File: src/rtl/touch_key_filter_pkg.sv
`default_nettype none
// ============================================================================
//  Module      : touch_pkg
//  Description : Shared types and defaults for the touch-pad input conditioning
//                path (FSM state encoding, debounce/long-press defaults).
//  Revision    : 1.0 - initial release
// ============================================================================
package touch_pkg;

    localparam int unsigned CLK_FREQ_HZ           = 50_000_000;
    // 20 ms of stable input at 50 MHz
    localparam int unsigned TOUCH_DEB_CYCLES_DEF  = 1_000_000;
    // 1 s hold at 50 MHz
    localparam int unsigned TOUCH_LONG_CYCLES_DEF = 50_000_000;

    typedef enum logic [1:0] {
        IDLE        = 2'd0,
        PRESS_DEB   = 2'd1,
        HELD        = 2'd2,
        RELEASE_DEB = 2'd3
    } touch_state_t;

endpackage
`default_nettype wire

File: src/rtl/touch_key_filter_if.sv
`default_nettype none
// ============================================================================
//  Module      : touch_key_filter_if
//  Description : Raw touch-pad input and the conditioned key outputs.
//                slave  = the filter (consumes touch_key, drives key_*)
//                master = the pad/consumer side
//  Revision    : 1.0 - initial release
// ============================================================================
interface touch_key_filter_if;

    logic touch_key;
    logic key_level;
    logic key_press;
    logic key_release;
    logic key_long;

    modport slave (
        input  touch_key,
        output key_level,
        output key_press,
        output key_release,
        output key_long
    );

    modport master (
        output touch_key,
        input  key_level,
        input  key_press,
        input  key_release,
        input  key_long
    );

endinterface
`default_nettype wire

File: src/rtl/touch_key_filter_sync_2ff.sv
`default_nettype none
// ============================================================================
//  Module      : sync_2ff
//  Description : 1-bit two-flop synchroniser for asynchronous pin inputs,
//                synchronous active-high reset to 0.
//  Revision    : 1.0 - initial release
// ============================================================================
module sync_2ff (
    input  logic clk_i,
    input  logic rst_i,
    input  logic d_i,
    output logic q_o
);

    logic meta_q;
    logic sync_q;

    // First flop may go metastable; second flop gives it a cycle to settle
    always_ff @(posedge clk_i) begin
        if (rst_i) begin
            meta_q <= 1'b0;
            sync_q <= 1'b0;
        end else begin
            meta_q <= d_i;
            sync_q <= meta_q;
        end
    end

    assign q_o = sync_q;

endmodule
`default_nettype wire

File: src/rtl/touch_key_filter.sv
`default_nettype none
// ============================================================================
//  Module      : touch_key_filter
//  Description : Synchronises the raw touch-pad pin, debounces press and
//                release, and produces a clean level plus one-cycle press,
//                release and long-press strobes. All outputs are registered.
//  Config      : TOUCH_LONG_PRESS_EN - when defined, the long-press counter
//                and key_long strobe are built; otherwise key_long is tied 0
//                and LONG_CYCLES is ignored.
//  Revision    : 1.0 - initial release
// ============================================================================
module touch_key_filter
    import touch_pkg::*;
#(
    parameter int unsigned DEB_CYCLES  = TOUCH_DEB_CYCLES_DEF,   // >= 2
    parameter int unsigned LONG_CYCLES = TOUCH_LONG_CYCLES_DEF   // > DEB_CYCLES
) (
    input  logic               sys_clk,
    input  logic               sys_rst,
    touch_key_filter_if.slave  key_if
);

    localparam int unsigned        DEB_W    = $clog2(DEB_CYCLES);
    localparam logic [DEB_W-1:0]   DEB_LAST = DEB_W'(DEB_CYCLES - 1);

    logic             key_sync;
    touch_state_t     state_q,   state_d;
    logic [DEB_W-1:0] deb_cnt_q, deb_cnt_d;
    logic             level_q,   level_d;
    logic             press_q,   press_d;
    logic             release_q, release_d;

    sync_2ff u_sync (
        .clk_i (sys_clk),
        .rst_i (sys_rst),
        .d_i   (key_if.touch_key),
        .q_o   (key_sync)
    );

    // Debounce FSM: next state, debounce counter, level and press/release strobes
    always_comb begin
        state_d   = state_q;
        deb_cnt_d = deb_cnt_q;
        level_d   = level_q;
        press_d   = 1'b0;
        release_d = 1'b0;
        case (state_q)
            IDLE: begin
                if (key_sync) begin
                    state_d   = PRESS_DEB;
                    deb_cnt_d = '0;
                end
            end
            PRESS_DEB: begin
                if (!key_sync) begin
                    state_d = IDLE;
                end else if (deb_cnt_q == DEB_LAST) begin
                    state_d = HELD;
                    level_d = 1'b1;
                    press_d = 1'b1;
                end else begin
                    deb_cnt_d = deb_cnt_q + DEB_W'(1);
                end
            end
            HELD: begin
                if (!key_sync) begin
                    state_d   = RELEASE_DEB;
                    deb_cnt_d = '0;
                end
            end
            RELEASE_DEB: begin
                if (key_sync) begin
                    state_d = HELD;
                end else if (deb_cnt_q == DEB_LAST) begin
                    state_d   = IDLE;
                    level_d   = 1'b0;
                    release_d = 1'b1;
                end else begin
                    deb_cnt_d = deb_cnt_q + DEB_W'(1);
                end
            end
            default: begin
                state_d = IDLE;
            end
        endcase
    end

    // Debounce FSM state and registered outputs
    always_ff @(posedge sys_clk) begin
        if (sys_rst) begin
            state_q   <= IDLE;
            deb_cnt_q <= '0;
            level_q   <= 1'b0;
            press_q   <= 1'b0;
            release_q <= 1'b0;
        end else begin
            state_q   <= state_d;
            deb_cnt_q <= deb_cnt_d;
            level_q   <= level_d;
            press_q   <= press_d;
            release_q <= release_d;
        end
    end

    assign key_if.key_level   = level_q;
    assign key_if.key_press   = press_q;
    assign key_if.key_release = release_q;

`ifdef TOUCH_LONG_PRESS_EN
    localparam int unsigned       LONG_W    = $clog2(LONG_CYCLES);
    localparam logic [LONG_W-1:0] LONG_LAST = LONG_W'(LONG_CYCLES - 1);

    logic [LONG_W-1:0] long_cnt_q,  long_cnt_d;
    logic              long_done_q, long_done_d;
    logic              long_q,      long_d;

    // Hold timer: restarts on an accepted press and keeps running through
    // release bounce so a glitch does not restart long-press timing
    always_comb begin
        long_cnt_d  = long_cnt_q;
        long_done_d = long_done_q;
        long_d      = 1'b0;
        if (press_d) begin
            long_cnt_d  = '0;
            long_done_d = 1'b0;
        end else if ((state_q == HELD) || (state_q == RELEASE_DEB)) begin
            if (long_cnt_q == LONG_LAST) begin
                if (!long_done_q) begin
                    long_d      = 1'b1;
                    long_done_d = 1'b1;
                end
            end else begin
                long_cnt_d = long_cnt_q + LONG_W'(1);
            end
        end
    end

    // Hold timer registers and long-press strobe
    always_ff @(posedge sys_clk) begin
        if (sys_rst) begin
            long_cnt_q  <= '0;
            long_done_q <= 1'b0;
            long_q      <= 1'b0;
        end else begin
            long_cnt_q  <= long_cnt_d;
            long_done_q <= long_done_d;
            long_q      <= long_d;
        end
    end

    assign key_if.key_long = long_q;
`else
    // Long-press path not built; parameter kept only for interface stability
    logic unused_long_cfg;
    assign unused_long_cfg = (LONG_CYCLES > DEB_CYCLES);
    assign key_if.key_long = 1'b0;
`endif

endmodule
`default_nettype wire

File: src/flat_wrapper.sv
// flat-port wrapper written by rule: the top's interface ports become plain ports
module touch_key_filter_flat import touch_pkg::*;
#(
    parameter int unsigned DEB_CYCLES  = TOUCH_DEB_CYCLES_DEF,          
    parameter int unsigned LONG_CYCLES = TOUCH_LONG_CYCLES_DEF                  
)
  (sys_clk, sys_rst, key_if_touch_key, key_if_key_level, key_if_key_press, key_if_key_release, key_if_key_long);
  touch_key_filter_if key_if_i ();
  input  logic sys_clk;
  input  logic sys_rst;
  input wire logic [$bits(key_if_i.touch_key)-1:0] key_if_touch_key;
  output wire logic [$bits(key_if_i.key_level)-1:0] key_if_key_level;
  output wire logic [$bits(key_if_i.key_press)-1:0] key_if_key_press;
  output wire logic [$bits(key_if_i.key_release)-1:0] key_if_key_release;
  output wire logic [$bits(key_if_i.key_long)-1:0] key_if_key_long;
  assign key_if_i.touch_key = key_if_touch_key;
  assign key_if_key_level = key_if_i.key_level;
  assign key_if_key_press = key_if_i.key_press;
  assign key_if_key_release = key_if_i.key_release;
  assign key_if_key_long = key_if_i.key_long;
  touch_key_filter #(.DEB_CYCLES(DEB_CYCLES), .LONG_CYCLES(LONG_CYCLES)) u_core (.sys_clk(sys_clk), .sys_rst(sys_rst), .key_if(key_if_i));
endmodule
File: config.mk
export PLATFORM = sky130hd
export DESIGN_NAME = touch_key_filter_flat
export DESIGN_NICKNAME = d
export VERILOG_FILES = /design/src/rtl/touch_key_filter_pkg.sv /design/src/rtl/touch_key_filter_if.sv /design/src/rtl/touch_key_filter_sync_2ff.sv /design/src/rtl/touch_key_filter.sv /design/src/flat_wrapper.sv
export SDC_FILE = /design/constraint.sdc
export NUM_CORES = 1
export LEC_CHECK = 0
export CAP_MARGIN = 5
export CORE_ASPECT_RATIO = 1.2
export CORE_MARGIN = 2
export CORE_UTILIZATION = 38
export CTS_CLUSTER_SIZE = 24
export DETAILED_ROUTE_END_ITERATION = 8
export PLACE_DENSITY = 0.59
export SYNTH_ARGS = -nofsm -noshare
export SYNTH_HDL_FRONTEND = slang
export SYNTH_HIERARCHICAL = 1
export SYNTH_SLANG_ARGS = --single-unit
File: constraint.sdc
create_clock -name sys_clk -period 5.99 [get_ports sys_clk]
set_input_delay 0.599 -clock sys_clk [delete_from_list [all_inputs] [get_ports sys_clk]]
set_output_delay 0.599 -clock sys_clk [all_outputs]
set_load 0.01 [all_outputs]
* After elaboration in Yosys (flattened, before gate mapping) *
Cells that the tools add are included.
Widths: inputs -> output; s select.

storage, ports and cells
  flip-flop bits (word level) = 27
  bits in latches = 0
  bits in writable memories = 0
  bits in read-only memories = 0
  output and inout port bits = 4
  word-level logic and storage cells = 49
  memories kept = 0

operators by class
  $add $sub $neg = 1
  $mul = 0
  div/mod/pow operators = 0
  order comparisons = 0
  equal/unequal tests = 12
  shifts and indexed selects = 0
  multiplexer cells = 19
  bitwise operators = 3
  reduce and logical (&&, ||, !) cells = 7

operator list
  cell                   count
  $mux 20                5
  $pmux 20 s4            1
  $add 20x1->20 const B  1
  $eq 20x20->1 const B   1
  $mux 2                 6
  $ne 2x2->1 const B     4
  $pmux 2 s4             1
  $reduce_and 4->1       2
  $ne 3x2->1 const B     2
  $reduce_or 3->1        2
  $mux 1                 5
  $reduce_and 5->1       1
  $eq 2x2->1 const B     2
  $ne 2x1->1 const B     2
  $not 1->1              3
  $eq 2x1->1 const B     1
  $logic_not 2->1        1
  $pmux 1 s2             1
  $reduce_bool 2->1      1

* Logic depth before layout (Yosys ltp) *
  depth in word-level cells = 4
  gate-level depth with buffers = 7
  gate-level depth less buffers = 6

* Modules after synthesis *
The synthesis kept the hierarchy.

by module, submodules not included
  module            instances  cells an instance  area an instance (µm²)
  touch_key_filter  1          150                1258.7
  sync_2ff          1          4                  52.6

* Worst setup path before layout *
Ideal clock, no wire load.

  path type = register -> register
  start point = register u_core.deb_cnt_q[8]
  end point = register u_core.level_q, in the netlist u_core/key_if.key_level
  setup time = 130 ps
  arrival = 1768 ps
  data required time = 5860 ps
  path slack = 4092 ps
  stages on the path, launching flop included = 6
  buffers on the path = 0
  period minus slack after synthesis = 1898 ps
  cell sequence = dfxtp_1 > or4_1 > or4_4 > or2_1 > o21ai_0 > o22ai_1

on the way
  longest elaborated chain between the ends = 3

ends and longest elaborated chain
  element                       RTL line                                        text
  start: declaration            touch_key_filter.sv:28                          logic [DEB_W-1:0] deb_cnt_q, deb_cnt_d;
  start signal: assignment      touch_key_filter.sv:98                          deb_cnt_q <= deb_cnt_d;
  $eq 20x20->1 *                touch_key_filter.sv:57, touch_key_filter.sv:74
  $ne 2x1->1 (no line)          -
  $reduce_and 5->1 (no line) *  -
  end signal: assignment        touch_key_filter.sv:99                          level_q <= level_d;
  end: declaration              touch_key_filter.sv:29                          logic level_q, level_d;

Every way passes the cells marked *; elsewhere a longest branch is shown, timed or not.
A chain may end at the register's enable or synchronous reset.

* Worst setup path in the final report *
  start point = register u_core.deb_cnt_q[0]
  end point = register u_core.deb_cnt_q[16]

on the way
  longest elaborated chain between the ends = 4

ends and longest elaborated chain
  element                                        RTL line                                        text
  $add 20x1->20 or $eq 20x20->1 (tied branches)  -
  $mux 20 *                                      touch_key_filter.sv:57, touch_key_filter.sv:74
  $mux 20 (on tied branches)                     touch_key_filter.sv:72, touch_key_filter.sv:55
  $pmux 20 s4 *                                  touch_key_filter.sv:47                          case (state_q)

Every way passes the cells marked *; elsewhere a longest branch is shown, timed or not. The select of a mux whose other input is x is not followed.

==> impl_metrics.json <==
{
  "synth_top_cell_by_area": "dfxtp_1",
  "diodes": 0,
  "vias_per_cell": 5.641,
  "yosys-top-cells-area": "dfxtp_1, nor2_1, xor2_1",
  "synth_ff_type": "dfxtp_1",
  "die_w_um": 57.63,
  "drt_iter0_drc": 33,
  "skew_ns": 0.001353,
  "cts_tree": "built",
  "worst_setup_path_start_kind": "flop",
  "numCtsBuffers": 3,
  "syn_to_final_growth_pct": 7.443,
  "instances_no_fill": 192,
  "ioPinCount": 7,
  "maxCapViolCount": 0,
  "die_area_um2": 3939,
  "vias": 1083,
  "ys_ff_latch": 27,
  "min_period_ns": 2.419,
  "grt_pass1_wl_um": 4512,
  "avgSynthCellArea_um2": 8.515,
  "syn_nets": 158,
  "ctsResizeCount": 0,
  "critical_path_class": "flop to flop",
  "worstPathMaxFanout": 13,
  "clk_pin_slew_ns": 0.09,
  "initial_core_util": 0.3962,
  "tightest_slew_ns": 0.7453,
  "switching_share": 0.2180,
  "ctsRootBufferMaster": "clkbuf_8",
  "cp_slowest_stage_delay_ns": 0.60,
  "wl_per_cell_um": 13.33,
  "p_sw_mw": 0.06521,
  "required_ns": 6.20,
  "ys_types": 44,
  "endpoint_kind": "flop",
  "grt_pass1_vias": 1036,
  "yosysMostFrequentCell": "dfxtp_1",
  "yosys-top-cells-count": "dfxtp_1, nor2_1, nand2_1, nand3_1, xor2_1",
  "power_density_nw_per_um2": 212.4,
  "slew_headroom": 0.5015,
  "cts_buffer_depth": 2,
  "slowest_stage": "or4_4",
  "synth.top_cell.area_share": 0.4122,
  "grt_setup_unrepaired": "false",
  "fin_crit_sh": 0.4039,
  "timing.final.max_slew_violations": 0,
  "max_freq_ghz": 0.4134,
  "clk_latency_ns": 0.27,
  "path_cells": "ha_1 -> nand3_1 -> or4_4 -> o21ai_2 -> o21bai_2 -> nor2_1",
  "clock_sinks": 27,
  "dp_hpwl_um": 1795,
  "drt-pass1-iter-count": 4,
  "cp_data_arrival_time_ns": 2.63,
  "hold_class": "flop to flop",
  "power_frac_clock": 0.339,
  "cts_setup_buffers": 0,
  "wirelength_um": 2559,
  "fin_setup_tns_ns": 0,
  "reg2regPathDepth": 6,
  "rows": 23,
  "hold_depth": 1,
  "antenna_found_initial": 0,
  "seq_area_frac_synth": 0.4122,
  "ant_nets": 0,
  "internal-power_mw": 0.2340,
  "grt_max_degree": 22,
  "leakage_nw": 0.4549,
  "synth_cells": 154,
  "ctsHtreeMaxLevel": 1,
  "die_y_um": 68.35,
  "ctsHoldBuffers": 0,
  "drive_gt1_frac": 0.09677,
  "grt.total_usage": 0.1490,
  "dp_cells": 188,
  "finalHoldViolCount": 0,
  "drc": 0,
  "netlist_area_um2": 1311,
  "grt-ovfl-total": 0,
  "outcome": "finished clean",
  "seqPwrFrac": 0.614,
  "synth_warnings": 6,
  "layout.nets": 160,
  "synthArstFlopShare": 0,
  "synth_edf_count": 0,
  "coreArea_um2": 3309,
  "combPwrFrac": 0.048,
  "portBuffers": 5,
  "setup_viol": 0,
  "max-vdd-ir-drop_uv": 155.5,
  "gp_congestion": 0.7404
}
## path summary, 6_finish.rpt
check                       start              endpoint  slack [ns]
max           u_core/deb_cnt_q[0]  u_core/deb_cnt_q[16]        3.57
min          u_core/u_sync/meta_q     u_core/u_sync/q_o        0.46
max reg2reg   u_core/deb_cnt_q[0]  u_core/deb_cnt_q[16]        3.57
min reg2reg  u_core/u_sync/meta_q     u_core/u_sync/q_o        0.46
## layout by cell type (no fill, tap or decap), types with 4 or more instances in the layout
cell type        instances
nand4_1                  8
xor2_1                   9
a22oi_1                  4
nor3_1                   4
clkdlybuf4s50_1          5
dfxtp_1                 27
a21oi_1                  6
nor2_1                  22
nor4_1                   4
nand2_1                 11
nand3_1                 11
## worst max-delay path: cells and delay by family (launching register included)
family | cells | cell delay (ns)
flip-flops | 1 | 0.40
adder cells (fa/ha/maj) | 1 | 0.21
AO/OA/AOI/OAI | 2 | 0.75
AND/OR/NAND/NOR | 3 | 0.98
## registers in the layout (all words and copies together), names as in the netlist, named ones only
register                   cells
u_core/key_if.key_level        1
u_core/deb_cnt_q              20
u_core/key_if.key_press        1
u_core/u_sync/meta_q           1
u_core/u_sync/q_o              1
u_core/state_q                 1
u_core/key_if.key_release      1
## logic make-up after synthesis
kind of cell,after synthesis,synth area share
simple gates,78,0.3187
flops,27,0.4122
other cells,1,0.002860
mux,2,0.01622
xor+xnor,11,0.07348
fa+ha+maj,1,0.009540
buf+inv,11,0.04294
compound gates,23,0.1240
## power groups by stage
stage | sequential, mW | clock, mW | combinational (mW)
floorplan | 0.187 | 0 | 0.0101
global placement | 0.188 | 0 | 0.0141
detailed placement | 0.188 | 0 | 0.0146
CTS | 0.184 | 0.107 | 0.0146
global route | 0.184 | 0.113 | 0.0156
finish | 0.184 | 0.101 | 0.0143
## layout make-up
cell class              count  area, µm²
fillers                   334       1901
inverters                   3      11.26
well taps                  37      46.29
multi-input cells         116      714.4
clock inverters             1      5.005
clock buffers               3      41.29
repair buffers              5      50.05
flip-flops and latches     27      540.5
## per-stage QoR
step / worst slack (ns) / hold slack (ns) / utilization / instance area [µm²] / power [mW]
2_1_floorplan: 4.092 / 0.4138 / - / 1311 / 0.1975
3_3_place_gp: 3.617 / 0.4176 / 0.4117 / 1363 / 0.2017
3_5_place_dp: 3.527 / 0.4386 / 0.4117 / 1363 / 0.2023
4_1_cts: 3.543 / 0.4585 / 0.4257 / 1409 / 0.3055
5_1_grt: 3.409 / 0.4706 / 0.4257 / 1409 / 0.3126
6_report: 3.571 / 0.4583 / 0.4257 / 1409 / 0.2992
## routing by layer
layer,part of all wire,vias to the layer above,GRT usage
met5,0,-,0
met4,0.015,0,0.09884
met3,0.022,4,0.02647
met2,0.49,12,0.2457
met1,0.47,515,0.1770
li1,-,552,-
(Power assumes the default switching activity.)
